File: src/rtl/exc_commit_ctrl.sv
// Exception/interrupt commit controller: arbitrates the two commit slots and pending
// interrupts, strobes CP0 once per event and sequences the flush/redirect.
module exc_commit_ctrl #(
   parameter int unsigned FLUSH_CYCLES = 2,
   parameter logic [31:0] EXC_OFFSET   = 32'h0000_0180
) (
   input  logic        clk,
   input  logic        rst,
   input  logic        stall_i,
   input  logic        slot1_valid_i,
   input  logic        slot1_exc_i,
   input  logic [4:0]  slot1_code_i,
   input  logic        slot2_valid_i,
   input  logic        slot2_exc_i,
   input  logic [4:0]  slot2_code_i,
   input  logic [31:0] status_i,
   input  logic [31:0] cause_i,
   input  logic [31:0] epc_i,
   input  logic [31:0] ebase_i,
   output logic        exception_flag_o,
   output logic [4:0]  exception_type_o,
   output logic        exception_first_inst_o,
   output logic        flush_o,
   output logic [31:0] new_pc_o,
   output logic        busy_o
);

   typedef enum logic [1:0] {ST_IDLE, ST_HOLD, ST_FLUSH} state_t;

   localparam logic [4:0] CODE_INT   = 5'd0;
   localparam logic [4:0] CODE_ERET  = 5'd14;
   localparam logic [2:0] FLUSH_LAST = 3'(FLUSH_CYCLES - 1);

   state_t      r_state;
   logic [2:0]  r_count;
   logic        r_flag;
   logic [4:0]  r_type;
   logic        r_first;
   logic        r_flush;
   logic [31:0] r_new_pc;
   logic [4:0]  r_hold_type;
   logic        r_hold_first;
   logic [31:0] r_hold_pc;

   logic        w_int_pending;
   logic        w_event;
   logic [4:0]  w_type;
   logic        w_first;
   logic [31:0] w_target;
   logic        w_launch;
   logic [4:0]  w_launch_type;
   logic        w_launch_first;
   logic [31:0] w_launch_pc;
   logic        w_unused;

   // Only IE, EXL and the IM/IP fields take part in interrupt detection.
   assign w_unused = ^{status_i[31:16], status_i[7:2], cause_i[31:16], cause_i[7:0]};

   assign w_int_pending = status_i[0] & ~status_i[1] & (|(status_i[15:8] & cause_i[15:8]));

   // NOTE: every variable gets a default first so no path through the block infers a latch.
   always_comb begin
      w_event = 1'b0;
      w_type  = CODE_INT;
      w_first = 1'b1;
      if (w_int_pending && slot1_valid_i) begin
         w_event = 1'b1;
      end else if (slot1_valid_i && slot1_exc_i) begin
         w_event = 1'b1;
         w_type  = slot1_code_i;
      end else if (w_int_pending && slot2_valid_i) begin
         w_event = 1'b1;
         w_first = 1'b0;
      end else if (slot2_valid_i && slot2_exc_i) begin
         w_event = 1'b1;
         w_type  = slot2_code_i;
         w_first = 1'b0;
      end
   end

   assign w_target = (w_type == CODE_ERET) ? epc_i : ebase_i + EXC_OFFSET;

   // A fresh unstalled event and a held event released by the stall share one launch path.
   assign w_launch       = ~stall_i & (((r_state == ST_IDLE) & w_event) | (r_state == ST_HOLD));
   assign w_launch_type  = (r_state == ST_HOLD) ? r_hold_type  : w_type;
   assign w_launch_first = (r_state == ST_HOLD) ? r_hold_first : w_first;
   assign w_launch_pc    = (r_state == ST_HOLD) ? r_hold_pc    : w_target;

   // NOTE: sequential state uses non-blocking assignments so every register samples pre-edge values.
   always_ff @(posedge clk) begin
      if (rst) begin
         r_state      <= ST_IDLE;
         r_count      <= 3'd0;
         r_flag       <= 1'b0;
         r_type       <= 5'd0;
         r_first      <= 1'b0;
         r_flush      <= 1'b0;
         r_new_pc     <= 32'd0;
         r_hold_type  <= 5'd0;
         r_hold_first <= 1'b0;
         r_hold_pc    <= 32'd0;
      end else if (w_launch) begin
         r_state  <= ST_FLUSH;
         r_count  <= FLUSH_LAST;
         r_flag   <= 1'b1;
         r_type   <= w_launch_type;
         r_first  <= w_launch_first;
         r_flush  <= 1'b1;
         r_new_pc <= w_launch_pc;
      end else begin
         r_flag <= 1'b0;
         case (r_state)
            ST_IDLE: begin
               if (w_event) begin
                  r_state      <= ST_HOLD;
                  r_hold_type  <= w_type;
                  r_hold_first <= w_first;
                  r_hold_pc    <= w_target;
               end
            end
            ST_HOLD: ;
            ST_FLUSH: begin
               // Events arriving during the flush are dropped; the refetched pipeline re-raises them.
               if (r_count == 3'd0) begin
                  r_state <= ST_IDLE;
                  r_flush <= 1'b0;
               end else begin
                  r_count <= r_count - 3'd1;
               end
            end
            default: begin
               r_state <= ST_IDLE;
               r_flush <= 1'b0;
            end
         endcase
      end
   end

   assign exception_flag_o       = r_flag;
   assign exception_type_o       = r_type;
   assign exception_first_inst_o = r_first;
   assign flush_o                = r_flush;
   assign new_pc_o               = r_new_pc;
   assign busy_o                 = (r_state != ST_IDLE);

endmodule

File: config.mk
export PLATFORM = sky130hd
export DESIGN_NAME = exc_commit_ctrl
export DESIGN_NICKNAME = d
export VERILOG_FILES = /design/src/rtl/exc_commit_ctrl.sv
export SDC_FILE = /design/constraint.sdc
export NUM_CORES = 1
export LEC_CHECK = 0
export BUFFER_PORTS_ARGS = -buffer_cell sky130_fd_sc_hd__buf_2
export CAP_MARGIN = 25
export CORE_AREA = 5 5 96 98
export CTS_BUF_LIST = sky130_fd_sc_hd__clkbuf_8 sky130_fd_sc_hd__clkbuf_16
export DETAILED_ROUTE_END_ITERATION = 6
export DIE_AREA = 0 0 101 103
export PLACE_DENSITY_LB_ADDON = 0.08
export SLEW_MARGIN = 20
export SYNTH_ARGS = -nofsm -noshare
export SYNTH_HDL_FRONTEND = slang
export SYNTH_SLANG_ARGS = --single-unit
File: constraint.sdc
create_clock -name clk -period 5.1 [get_ports clk]
set_clock_uncertainty 0.15 [all_clocks]
set_input_delay 1.02 -clock clk [delete_from_list [all_inputs] [get_ports clk]]
set_output_delay 1.02 -clock clk [all_outputs]
set_load 0.02 [all_outputs]
==> results.txt <==
The final layout contains 739 nets. The run gives 0 as the DRC violation count after routing. The logs give 0.377 for the global routing usage on met2 and 0.779 for the routability congestion estimate. After detailed routing, the number of vias per cell comes to 5.53.

The headroom to the max-slew limit is 0.504, and the maximum frequency from static timing analysis is 0.299 GHz. Setup violations remaining at the end of the flow were counted as 0. Counting flops with a built-in enable in the synthesized netlist gives 0.

The path class of the tightest hold or removal check is reg -> reg. The flow ran to the end, and the final reports show no timing, DRC or antenna violations. Number of global-route vias before repair: 3837. Among all flip-flop cells after synthesis, the most frequent one is dfxtp_1. The met3 layer usage reported by global route was 0.0535. After global routing, the most crowded layer is met2.

For the net count after synthesis, the log shows 610. For the global-route wire length before repair, the log shows 17900 um. The tools report the sequential-to-total area share from yosys stat as 0.411.

The die covers 10400 um^2. The H-tree generated during clock tree synthesis spans 3 levels. Synthesis handed over a netlist of 462 instances. The total via count after detailed routing came out at 3890. The total overflow left after global routing is 0.

The largest fanout of any net on the critical path is 16. The clock latency of the later-clocked register in the worst-skew pair came out at 0.36 ns. The share of async-settable or async-resettable flops after synthesis came out at 0. In the final routed layout, each cell accounts on average for 16.0 um.

The core region is 8380 um^2. In this run the static leakage power is 2.11 nW. Yosys mapped the design onto 52 distinct sky130hd cell types. The met1 layer usage reported by global route was 0.263. The run gives 0.216 as the total routing usage reported by global routing.

The area growth from synthesis to layout is 24.2%. Number of antenna cells inserted: 0. Mean instance size in the synthesized netlist: 8.76 um^2.

The data arrival at the endpoint of the critical path is 3.48 ns, and the final number of max-transition violations is 0. For the final cell utilization of the core, the log shows 0.600. The wire length reported by the detailed router was 11300 um; the number of optimization iterations in the first detailed-route pass was 5.

STA classifies the critical path startpoint as an input port. The number of buffers inserted by post-CTS setup repair is 0, and the clock-pin slew reported for the worst setup and hold paths after clock tree synthesis is 0.09 ns. Row generation in the floorplan step produced 34 rows. The run gives 0 as the number of antenna violations at the first check in global routing. The logs give 0 for the total number of yosys warnings and 0 ns for the setup total negative slack. The clock passes through at most 2 buffers. Effective utilization at floorplan: 0.483.

Once detail routing completed, the nets flagged for antenna violations numbered 0. CTS placed an instance of clkbuf_8 at the clock tree root. STA classifies the critical path endpoint as a flip-flop. The transition at the pin with the smallest max-transition slack came out at 0.743 ns. Count of buffers inserted at the top-level ports: 139. The tool flagged a number of max-cap violations equal to 0. The die height was 103 um. Synthesis inferred 83 register bits. The worst setup path is of the in -> reg kind.

In this run, post-CTS hold repair placed 0 buffers. Entering global routing, the biggest net connects 38 pins. The final period demand of the worst path was 3.35 ns. TritonCTS built the clock tree. The ratio of final minimum period to clock period was 0.657; the critical path data required time was 5.23 ns. The detailed router finished its first iteration with 141 violations. The ratio of cells with drive above 1 in the final layout is 0.294, and the number of I/O pins is 186. Setup repair after global routing left no endpoint under its margin. The worst-case vdd ir drop is 159 uV, and the area of the mapped netlist is 4050 um^2. The hold violation total from the final report is 0, and the x dimension of the die is 101 um. In this run the power density over the cells is 292 nW/um^2. In this run, CTS created clock tree buffers numbering 9.

The logs give 0 for the count of cells resized by post-cts repair and 8070 um for the estimated wirelength of the detail-placed design. For the clock sink total, the log shows 83.
[stage by stage]
stage          instances  hold slack (ns)  setup WS, ns  power, W  cell area, um^2
3_3_place_gp         687            0.282          1.37   0.00103             4820
4_1_cts              704            0.311          1.73   0.00148             5030
6_report             704            0.304          1.75   0.00147             5030
2_1_floorplan        462            0.297          2.16  0.000915             4050
3_5_place_dp         688            0.289          1.34   0.00104             4840
5_1_grt              704            0.332          1.47   0.00154             5030
[report_power, final]
part | internal [W] | total [W] | switching (W) | leakage [nW]
logic | 0.000116 | 0.000294 | 0.000178 | 1.34
clock network | 0.000185 | 0.000447 | 0.000261 | 0.0925
registers | 0.000700 | 0.000728 | 0.0000281 | 0.678
[cell type report]
class                           count  area (um^2)
Clock buffer                        9          124
Clock inverter                      7         58.8
Fill cell                         791         3350
Inverter                           10         37.5
Multi-Input combinational cell    338         2220
Sequential cell                    83         1660
Tap cell                          108          135
Timing Repair Buffer              149          791
[cells in the final DEF, fill, tap and decap left out, types with 16 or more instances in the layout]
| master | netlist | layout |
|---|---|---|
| nor2_1 | 18 | 18 |
| o21ai_0 | 21 | 21 |
| dfxtp_1 | 83 | 83 |
| nand2_1 | 54 | 54 |
| buf_2 | 3 | 139 |
| xnor2_1 | 16 | 16 |
| o21ai_1 | 26 | 25 |
| o22ai_1 | 22 | 22 |
| a21oi_1 | 22 | 22 |
| mux2i_1 | 34 | 34 |
| a22oi_1 | 29 | 29 |
[sequential cells by signal, summed over array words and instances, names as in the netlist]
register	flops
exception_first_inst_o	1
exception_flag_o	1
exception_type_o	5
flush_o	1
new_pc_o	32
r_count	3
r_hold_first	1
r_hold_pc	32
r_hold_type	5
r_state	2
[worst paths after layout]
| path | startpoint | endpoint | slack, ns | depth (start not counted) |
|---|---|---|---|---|
| max | slot1_valid_i | new_pc_o[20] | 1.75 | 8 |
| min | exception_type_o[3] | exception_type_o[3] | 0.30 | 2 |
| max reg2reg | r_state[1] | new_pc_o[20] | 2.49 | 5 |
| min reg2reg | exception_type_o[3] | exception_type_o[3] | 0.30 | 2 |
[logic make-up (layout without fill, tap and decap cells)]
| kind of cell | Yosys count | in the layout | share of synthesized area |
|---|---|---|---|
| compound gates | 153 | 153 | 0.248 |
| xor+xnor | 25 | 25 | 0.0541 |
| fa+ha+maj | 3 | 3 | 0.00928 |
| buf+inv | 41 | 175 | 0.0455 |
| flops | 83 | 83 | 0.411 |
| mux | 34 | 34 | 0.0841 |
| simple gates | 123 | 123 | 0.148 |
[critical path, cell delays in order]
cell	delay [ns]
buf_2	0.14
and2_1	0.42
nor3b_1	0.12
nand3_1	0.16
nand4_1	0.44
nand2b_1	0.66
buf_4	0.36
o21ai_0	0.16
[routing by layer]
metal  share of wire  vias up
met5               0        -
met4          0.0067        0
met3           0.083        6
met2            0.49      124
met1            0.42     1797
li1                -     1963
[cell usage after synthesis, types with 2 or more instances]
master,instances,share of area
a21oi_1,22,0.027
xor2_1,9,0.019
o21ai_0,21,0.026
inv_1,10,0.0093
o211a_1,2,0.0049
o221ai_1,4,0.0087
o31ai_1,10,0.019
dfxtp_1,83,0.41
clkbuf_1,21,0.019
nor2_1,18,0.017
nor3_1,8,0.0099
nand4_1,6,0.0093
buf_1,3,0.0028
and3_1,5,0.0077
nand2b_1,3,0.0046
o21ai_1,26,0.032
ha_1,3,0.0093
nor3b_1,2,0.0037
xnor2_1,16,0.035
o22ai_1,22,0.034
buf_2,3,0.0037
nand3b_1,3,0.0056
nand3_1,12,0.015
nor2b_1,4,0.0062
o211ai_1,2,0.0037
mux2i_1,34,0.084
buf_6,3,0.0083
a22o_1,2,0.0043
a22oi_1,29,0.054
nand2_1,54,0.050
Note: power is estimated with default switching activity, not from simulation.
